$ cat config.mk
export PLATFORM = sky130hd
export DESIGN_NAME = handshake_rr_arbiter
export DESIGN_NICKNAME = d
export VERILOG_FILES = /design/src/rtl/bar_arb_pkg.sv /design/src/rtl/handshake_rr_arbiter_rr_pick.sv /design/src/rtl/handshake_rr_arbiter.sv
export SDC_FILE = /design/constraint.sdc
export NUM_CORES = 1
export LEC_CHECK = 0
export CAP_MARGIN = 5
export CORE_AREA = 2 2 50 52
export CTS_BUF_LIST = sky130_fd_sc_hd__clkbuf_2
export DETAILED_ROUTE_END_ITERATION = 10
export DIE_AREA = 0 0 52 54
export GPL_TIMING_DRIVEN = 0
export HOLD_SLACK_MARGIN = 0.08
export PLACE_DENSITY = 0.82
export SLEW_MARGIN = 20
export SYNTH_ARGS = -nofsm -noshare
export SYNTH_HDL_FRONTEND = slang
export SYNTH_HIERARCHICAL = 1
export SYNTH_SLANG_ARGS = --single-unit
$ cat constraint.sdc
create_clock -name CLK -period 3.75 [get_ports CLK]
set_clock_uncertainty 0.15 [all_clocks]
set_input_delay 0.75 -clock CLK [delete_from_list [all_inputs] [get_ports CLK]]
set_output_delay 0.75 -clock CLK [all_outputs]
set_load 0.005 [all_outputs]
$ cat src/rtl/bar_arb_pkg.sv
// rtl/bar_arb_pkg.sv - shared types and helpers for the handshake round-robin arbiter
package bar_arb_pkg;

  // Number of requesters handled by this revision of the arbiter.
  localparam int N_REQ = 3;

  // Requester index (0..2).
  typedef logic [1:0] id_t;

  // IDLE: free to arbitrate; BURST: a packet from the locked requester is open.
  typedef enum logic {
    IDLE  = 1'b0,
    BURST = 1'b1
  } arb_state_t;

  // Add a small offset (0..2) to a requester index, wrapping modulo 3.
  function automatic id_t id_add(input id_t base, input id_t offs);
    logic [2:0] sum;
    sum = {1'b0, base} + {1'b0, offs};
    if (sum >= 3'd3) begin
      sum = sum - 3'd3;
    end
    return sum[1:0];
  endfunction

  // One-hot request mask for a requester index.
  function automatic logic [2:0] id_to_onehot(input id_t id);
    logic [2:0] mask;
    mask = 3'b000;
    case (id)
      2'd0:    mask = 3'b001;
      2'd1:    mask = 3'b010;
      2'd2:    mask = 3'b100;
      default: mask = 3'b000;
    endcase
    return mask;
  endfunction

endpackage

$ cat src/rtl/handshake_rr_arbiter_rr_pick.sv
// rtl/handshake_rr_arbiter_rr_pick.sv - combinational round-robin pick starting at ptr
module rr_pick
  import bar_arb_pkg::*;
(
  input  logic [2:0] req_i,
  input  id_t        ptr_i,
  output logic [2:0] grant_o,
  output id_t        grant_id_o
);

  // Scan ptr+2, ptr+1, ptr so the nearest valid requester from ptr wins last.
  always_comb begin
    id_t cand;
    grant_o    = 3'b000;
    grant_id_o = '0;
    for (int k = 2; k >= 0; k--) begin
      cand = id_add(ptr_i, id_t'(k));
      if (req_i[cand]) begin
        grant_o    = id_to_onehot(cand);
        grant_id_o = cand;
      end
    end
  end

endmodule

$ cat src/rtl/handshake_rr_arbiter.sv
// rtl/handshake_rr_arbiter.sv - 3-way packet-locked round-robin arbiter with registered output
module handshake_rr_arbiter
  import bar_arb_pkg::*;
#(
  parameter int WIDTH = 4,
  parameter int N_REQ = bar_arb_pkg::N_REQ
) (
  input  logic             CLK,
  input  logic             RESET,
  input  logic             handshake_arr_0_valid,
  output logic             handshake_arr_0_ready,
  input  logic [WIDTH-1:0] handshake_arr_0_data,
  input  logic             handshake_arr_0_last,
  input  logic             handshake_arr_1_valid,
  output logic             handshake_arr_1_ready,
  input  logic [WIDTH-1:0] handshake_arr_1_data,
  input  logic             handshake_arr_1_last,
  input  logic             handshake_arr_2_valid,
  output logic             handshake_arr_2_ready,
  input  logic [WIDTH-1:0] handshake_arr_2_data,
  input  logic             handshake_arr_2_last,
  output logic             handshake_valid,
  input  logic             handshake_ready,
  output logic [WIDTH-1:0] out,
  output logic [1:0]       out_id,
  output logic             out_last
);

  arb_state_t       state_q;
  id_t              ptr_q;
  id_t              lock_q;

  logic             valid_q, valid_d;
  logic [WIDTH-1:0] out_q, out_d;
  id_t              out_id_q, out_id_d;
  logic             out_last_q, out_last_d;

  logic [N_REQ-1:0] req_vec;
  logic [2:0]       pick_grant;
  id_t              pick_id;
  logic [2:0]       grant;
  id_t              grant_id;
  logic [2:0]       ready_vec;
  logic             load;
  logic             accept;
  logic [WIDTH-1:0] acc_data;
  logic             acc_last;

  assign req_vec = {handshake_arr_2_valid, handshake_arr_1_valid, handshake_arr_0_valid};

  // The output register can take a new word when empty or being drained this cycle.
  assign load = !valid_q || handshake_ready;

  rr_pick u_pick (
    .req_i      (req_vec),
    .ptr_i      (ptr_q),
    .grant_o    (pick_grant),
    .grant_id_o (pick_id)
  );

  // Grant source: round-robin pick when idle, the locked requester only while a packet is open.
  always_comb begin
    grant    = 3'b000;
    grant_id = pick_id;
    if (state_q == BURST) begin
      grant_id = lock_q;
      grant    = req_vec & id_to_onehot(lock_q);
    end else begin
      grant = pick_grant;
    end
  end

  // Readies depend only on valids, state, ptr, lock and downstream ready; never on payload.
  always_comb begin
    ready_vec = 3'b000;
    if (!RESET && load) begin
      ready_vec = grant;
    end
  end

  assign accept = |ready_vec;

  assign handshake_arr_0_ready = ready_vec[0];
  assign handshake_arr_1_ready = ready_vec[1];
  assign handshake_arr_2_ready = ready_vec[2];

  // Steer the granted requester's payload and last flag toward the output register.
  always_comb begin
    acc_data = handshake_arr_0_data;
    acc_last = handshake_arr_0_last;
    case (grant_id)
      2'd1: begin
        acc_data = handshake_arr_1_data;
        acc_last = handshake_arr_1_last;
      end
      2'd2: begin
        acc_data = handshake_arr_2_data;
        acc_last = handshake_arr_2_last;
      end
      default: begin
        acc_data = handshake_arr_0_data;
        acc_last = handshake_arr_0_last;
      end
    endcase
  end

  // Output register next state: load on accept, empty on unrefilled drain, else hold.
  always_comb begin
    valid_d    = valid_q;
    out_d      = out_q;
    out_id_d   = out_id_q;
    out_last_d = out_last_q;
    if (accept) begin
      valid_d    = 1'b1;
      out_d      = acc_data;
      out_id_d   = grant_id;
      out_last_d = acc_last;
    end else if (load) begin
      valid_d = 1'b0;
    end
  end

  // Output register update; reset drops any buffered word.
  always_ff @(posedge CLK) begin
    if (RESET) begin
      valid_q    <= 1'b0;
      out_q      <= '0;
      out_id_q   <= '0;
      out_last_q <= 1'b0;
    end else begin
      valid_q    <= valid_d;
      out_q      <= out_d;
      out_id_q   <= out_id_d;
      out_last_q <= out_last_d;
    end
  end

  // Packet-lock FSM with round-robin pointer; advances only on accepted words.
  always_ff @(posedge CLK) begin
    if (RESET) begin
      state_q <= IDLE;
      ptr_q   <= '0;
      lock_q  <= '0;
    end else if (accept) begin
      if (acc_last) begin
        state_q <= IDLE;
        ptr_q   <= id_add(grant_id, 2'd1);
      end else begin
        state_q <= BURST;
        lock_q  <= grant_id;
      end
    end
  end

  assign handshake_valid = valid_q;
  assign out             = out_q;
  assign out_id          = out_id_q;
  assign out_last        = out_last_q;

endmodule

### Yosys cells after proc, flatten, opt, wreduce, memory -nomap -nowiden

Cells that the tools add are included.

* add/subtract/negate cells: 7
* bitwise gates (word level): 2
* muxes and demuxes: 29
* reduce and logical (&&, ||, !) cells: 12
* eq/ne operators: 10
* order comparisons: 7

Operators by type and width (number)
* $pmux W3 S3: 4
* $mux W3: 6
* $mux W2: 8
* $eq A2 B1 Y1 const B: 5
* $eq A2 B2 Y1 const B: 5
* $ge A3 B2 Y1 const B: 3
* $lt A2 B3 Y1 const B: 3
* $logic_not A2 Y1: 4
* $pmux W4 S2: 1
* $sub A2 B2 Y2 const B: 4
* $add A2 B1 Y3 const B: 2
* $bmux W1 S2: 3
* $mux W1: 6
* $reduce_and A2 Y1: 2
* $add A2 B2 Y3 const B: 1
* $and A3 B3 Y3: 1
* $reduce_or A3 Y1: 1
* $ge A2 B2 Y1 const B: 1
* $logic_not A1 Y1: 2
* $pmux W1 S2: 1
* $reduce_bool A2 Y1: 1
* $logic_and A1 B1 Y1: 1
* $logic_or A1 B1 Y1: 1
* $not A1 Y1: 1

* logic and storage cells: 74
* output and inout bits: 11
* bits of input ports: 21
* register bits: 13

### Depth between registers and ports, before layout

* word-level depth: 13
* mapped depth: 14
* depth with buffers taken out: 13

### Cells and area by module

The synthesis kept the hierarchy.

By module, submodules not included
* handshake_rr_arbiter: instances 1, area an instance 745.7 µm², seq. area each 260.2 µm², cells an instance 81
* rr_pick: instances 1, area an instance 251.5 µm², seq. area each 0.0 µm², cells an instance 36

### Worst setup path after synthesis

Ideal clock, no wire load.

* path type: flip-flop to flip-flop
* from: reg ptr_q[0]
* to: reg ptr_q[0]
* data required time: 3.484 ns
* buffers on the path: 0
* slack: 0.678 ns
* arrival: 2.806 ns
* cell stages (with the launch flop): 13
* setup time: 0.116 ns
* period minus slack after synthesis: 3.072 ns
* path through: dfxtp_1 -> inv_1 -> ha_1 -> nor3b_1 -> o211ai_1 -> a21boi_0 -> o22ai_1 -> mux2i_1 -> ha_1 -> a22oi_1 -> o21ai_0 -> a21oi_1 -> a31o_1

* word-level cells in the longest chain between the ends: 12
* elaborated cells on any way between the ends: 47
* classes of those cells: 7 x add/sub; 4 x order compare; 8 x eq/ne; 23 x mux; 5 x reduce/logical

Ends and longest elaborated chain
* start, declared: line handshake_rr_arbiter.sv:30 `id_t ptr_q;`
* start signal, assigned: line handshake_rr_arbiter.sv:147 `ptr_q <= id_add(grant_id, 2'd1);`
* $add A2 B2 Y3: line bar_arb_pkg.sv:19 `sum = {1'b0, base} + {1'b0, offs};`
* $ge A3 B2 Y1 or $sub A2 B2 Y2 (tied branches): line bar_arb_pkg.sv:20, bar_arb_pkg.sv:21
* $mux W2: line bar_arb_pkg.sv:20 `if (sum >= 3'd3) begin`
* $bmux W1 S2: line handshake_rr_arbiter_rr_pick.sv:18 `if (req_i[cand]) begin`
* $mux W1 (not written as such): line handshake_rr_arbiter_rr_pick.sv:18
* $mux W2 (2 in a row): line handshake_rr_arbiter_rr_pick.sv:18
* $mux W2 (*): line handshake_rr_arbiter_rr_pick.sv:18
* via pick_id[1]: line handshake_rr_arbiter.sv:40 `id_t pick_id;`
* $mux W2 (*): line handshake_rr_arbiter.sv:65 `if (state_q == BURST) begin`
* $add A2 B1 Y3 (tied with other cells): line bar_arb_pkg.sv:19
* $ge A3 B2 Y1 or $pmux W1 S2 (tied branches): line bar_arb_pkg.sv:20, handshake_rr_arbiter.sv:91
* $mux W2 or $reduce_and A2 Y1 (tied branches)

The timed path passes the listed nets; every way through them passes the cells marked *. The select of a mux whose other input is x is not followed.
A chain may end at the register's enable or synchronous reset.

### Worst setup path after layout

* from: in handshake_arr_2_valid
* to: out handshake_arr_0_ready

* word-level cells in the longest chain between the ends: 7
* elaborated cells on any way between the ends: 11
* classes of those cells: 11 x mux

Ends and longest elaborated chain
* start, declared: line handshake_rr_arbiter.sv:18 `input logic handshake_arr_2_valid,`
* $bmux W1 S2: line handshake_rr_arbiter_rr_pick.sv:18
* $mux W1 (not written as such): line handshake_rr_arbiter_rr_pick.sv:18
* $mux W3 (2 in a row): line handshake_rr_arbiter_rr_pick.sv:18
* $mux W3 (*): line handshake_rr_arbiter_rr_pick.sv:18
* via pick_grant[0]: line handshake_rr_arbiter.sv:39 `logic [2:0] pick_grant;`
* $mux W3 (*): line handshake_rr_arbiter.sv:65
* $mux W3 (*): line handshake_rr_arbiter.sv:76 `if (!RESET && load) begin`
* end, declared: line handshake_rr_arbiter.sv:11 `output logic handshake_arr_0_ready,`

Marks and branches as above.

==> results list <==
- Sum of overflow across all layers after global routing: 0
- The final count of pins violating max slew came to 0.
- The tool flagged a number of max-cap violations equal to 0.
- Clock-pin slew was measured on the worst setup and hold paths at 0.12 ns.
* Cell count of the worst hold path: 2
- Endpoint arrival time on the critical path: 2.74 ns
- Total clock sinks: 13
- Wire length of the first global-routing pass: 3640 um
- Ratio of cells with drive above 1 in the final layout: 10.5%
- At the end of routability-driven placement, the weighted congestion stood at 0.766.
- Core area: between 2000 and 2500 um2
- Count of synthesis-stage warnings from yosys: 6
* Vertical die dimension: around 54 um
- Sorting the synthesized cells by area gives the leading types as sky130_fd_sc_hd__dfxtp_1 26%, sky130_fd_sc_hd__mux2i_1 10%, sky130_fd_sc_hd__ha_1 8.8%, sky130_fd_sc_hd__nand2_1 4.1%, sky130_fd_sc_hd__nor2_1 4.1%.
* Maximum number of pins on one net before global-route repair: 11
* Cells after DPL: approximately 180
* DRT iter0 DRCs: 18
- Summing internal, switching and leakage power gives 1.01 mW.
- Final Instance Count excl. Fillers: ~180
- Core utilization of the finished layout: 59.0%
- Length in cells of the worst reg-to-reg path: 13
- Leaving out fill and tap cells, the most frequent cell in the layout is sky130_fd_sc_hd__clkdlybuf4s50_1.
* Total number of vias: slightly below 1,000
- The clock passes through at most 2 buffers.
* GR Util All Layers: 17.0%
* Final hold viol count: 0
* Final critical-path required period: 3.64 ns
* Fill count: 200
- RR Startpoint: ptr_q[0]$_SDFFE_PP0P_
* Cell at the root of the clock tree: sky130_fd_sc_hd__clkbuf_2
* Starting density of the core: a little over two fifths
- For this design the static power due to leakage is 0.516 nW.
- Number of antenna violations at the first check in global routing: 0
- Worst slew margin: 67.7%
- In this run the critical register-to-register path is captured at lock_q[0]$_SDFFE_PP0P_.
- Counting every instance in the synthesized netlist gives about 120.
- For this run, the post-layout net count is ~180.
* Clock tree from TritonCTS: done
* Number of diodes: 0
- Die area: approximately 2800 um2
* Element type at the critical path end: output pin
* Wire per inst: around 12 um
- In this run the worst path has a maximum fanout of 7.
- Library cell occupying the most area in the post-synthesis netlist: sky130_fd_sc_hd__dfxtp_1
- Number of iterations in the first detailed-routing pass: 4
* Post CTS Setup Buffer Count: 0
- The tightest min-delay check is of the flip-flop to flip-flop type.
- Timing would allow up to about 270 MHz.
- Routed WL: around 2300 um
- Number of primary I/O pins: 32
* Critical Setup Path Class: input pin to output pin
- DRC violations left: 0
- Worst hold path startpoint: out[3]$_SDFFE_PP0P_
- Setup slack of the most critical reg-to-reg path: 0.36 ns
- Share of the clock period used by the worst path after layout: 97.2%
* Status: complete, no violations
* Post-DP HPWL: about 1800 um
* Max IR drop VDD: 471 uV
- Dividing the detail-routed via count by the number of cells gives 5.38.
- Leading cell types in the layout, fill and taps excluded: 31 x sky130_fd_sc_hd__clkdlybuf4s50_1, 13 x sky130_fd_sc_hd__dfxtp_1, 11 x sky130_fd_sc_hd__nor2_1, 11 x sky130_fd_sc_hd__nand2_1, 9 x sky130_fd_sc_hd__mux2i_1
- Crit path launch type: input pin
- Setup violations remaining at the end of the flow were counted as 0.
- The number of nets handed over by synthesis was approximately 150.
* H-tree Lvls: 1
* I/O Buffers: 31
- FF+latch count, synth: 13
- Count of nets left with antenna violations after detail routing: 0
* P per Cell Area: around 740 nW/um2
- Via count of the first global-routing pass: ~900
- Compared with the post-synthesis result, the final layout area differs by 37.3%.
- Post-synthesis cell type count: 34
- Clock latency on the worst-skew pair, taken at its later pin, is approximately 0.26 ns.
- Setup repair after global routing left no endpoint under its margin.
* Cts bufs inserted: 3
- For hold timing, the worst endpoint is out[3]$_SDFFE_PP0P_.
- For this design, the CTS-stage hold fixing added 0 buffers.
- Proportion of synthesized chip area in sequential cells: 26.1%
* Cell Area, Synth: about 1000 um2
- Die Wd: roughly 52 um
* Total number of placement rows: 18
* Worst Max-Slew Pin Slew: around 0.48 ns
- In this run the biggest area consumer among cell types represents approximately a quarter of the synthesized area.
- Mean Syn Cell Area: about 8.5 um2
- Data on the critical path is required at its endpoint by about 2.9 ns.
## worst max-delay path, stage by stage
cell	delay [ns]
sky130_fd_sc_hd__clkdlybuf4s50_1	0.52
sky130_fd_sc_hd__or3b_1	0.39
sky130_fd_sc_hd__o22ai_1	0.16
sky130_fd_sc_hd__a21oi_1	0.06
sky130_fd_sc_hd__o21ai_1	0.17
sky130_fd_sc_hd__a21oi_2	0.11
sky130_fd_sc_hd__nor2_1	0.09
sky130_fd_sc_hd__clkdlybuf4s50_1	0.50
## cells in the mapped netlist, drive strengths merged
library cell	number
dfxtp	13
nand2	11
nor2	11
a21oi	10
mux2i	10
o21ai	9
ha	7
inv	6
a211oi	5
a22oi	5
nand2b	4
buf	3
nand3b	3
a31o	2
and4b	2
clkbuf	2
o22ai	2
a21boi	1
a21o	1
a31oi	1
a41oi	1
and2	1
and4bb	1
nand4bb	1
nor2b	1
nor3b	1
o211ai	1
o21a	1
or3b	1
## state kept, by name, indices dropped and copies added, names as in the netlist
name	count
out	4
out_last	1
lock_q	2
ptr_q	2
state_q	1
out_id	2
handshake_valid	1
## cell families (layout without fill, tap and decap cells)
kind of cell,count (synthesis),in the layout,share of synthesized area (%)
compound gates,39,39,29.1
simple gates,37,37,20.3
flops,13,13,26.1
buf+inv,11,46,5.65
mux,10,10,10.0
fa+ha+maj,7,7,8.78
## where the power goes
| group | total, mW | switching (mW) | internal, mW |
|---|---|---|---|
| Combinational | 0.717 | 0.383 | 0.334 |
| Clock | 0.0710 | 0.0427 | 0.0283 |
| Sequential | 0.222 | 0.0322 | 0.190 |
## per-stage QoR
step	area [um2]	worst slack [ns]	TNS (ns)	hold slack, ns
6_report	1370	0.106	0	0.367
5_1_grt	1370	0.0117	0	0.402
4_1_cts	1370	0.0276	0	0.372
3_5_place_dp	1350	-0.246	-0.742	0.337
3_3_place_gp	1350	-0.149	-0.316	0.330
2_1_floorplan	997	0.678	0	0.335
## final cells by class
cell class / count / area [um2] / share of cell area [%]
inverter: 6 / 22.5 / 1.65
clock buffer: 4 / 20.0 / 1.46
tap: 30 / 37.5 / 2.74
timing repair buffer: 31 / 310 / 22.7
buffer: 5 / 33.8 / 2.47
multi-input combinational: 93 / 684 / 50.0
sequential: 13 / 260 / 19.0
## worst max-delay path by stage
stage	cells past startpoint	endpoint	startpoint	slack, ns
6_report	8	handshake_arr_0_ready	handshake_arr_2_valid	0.11
5_1_grt	8	handshake_arr_1_ready	handshake_arr_2_valid	0.01
4_1_cts	11	ptr_q[1]$_SDFFE_PP0P_	handshake_arr_1_valid	0.03
3_5_place_dp	11	ptr_q[1]$_SDFFE_PP0P_	handshake_arr_1_valid	-0.25
3_3_place_gp	11	ptr_q[0]$_SDFFE_PP0P_	handshake_arr_1_valid	-0.15
2_1_floorplan	12	ptr_q[0]$_SDFFE_PP0P_	ptr_q[0]$_SDFFE_PP0P_	0.68
## timing repair
item,4_1_cts,5_1_grt
setup endpoints to repair,0,5
endpoints found under the hold margin,0,0
gates resized for setup,0,2
## routing by layer
layer | track usage, % | share of wire [%]
met5 | 0 | 0
met3 | 1.94 | 5.8
met4 | 5.26 | 0.62
met2 | 33.5 | 54
met1 | 18.9 | 40
Note: power is estimated with default switching activity, not from simulation.
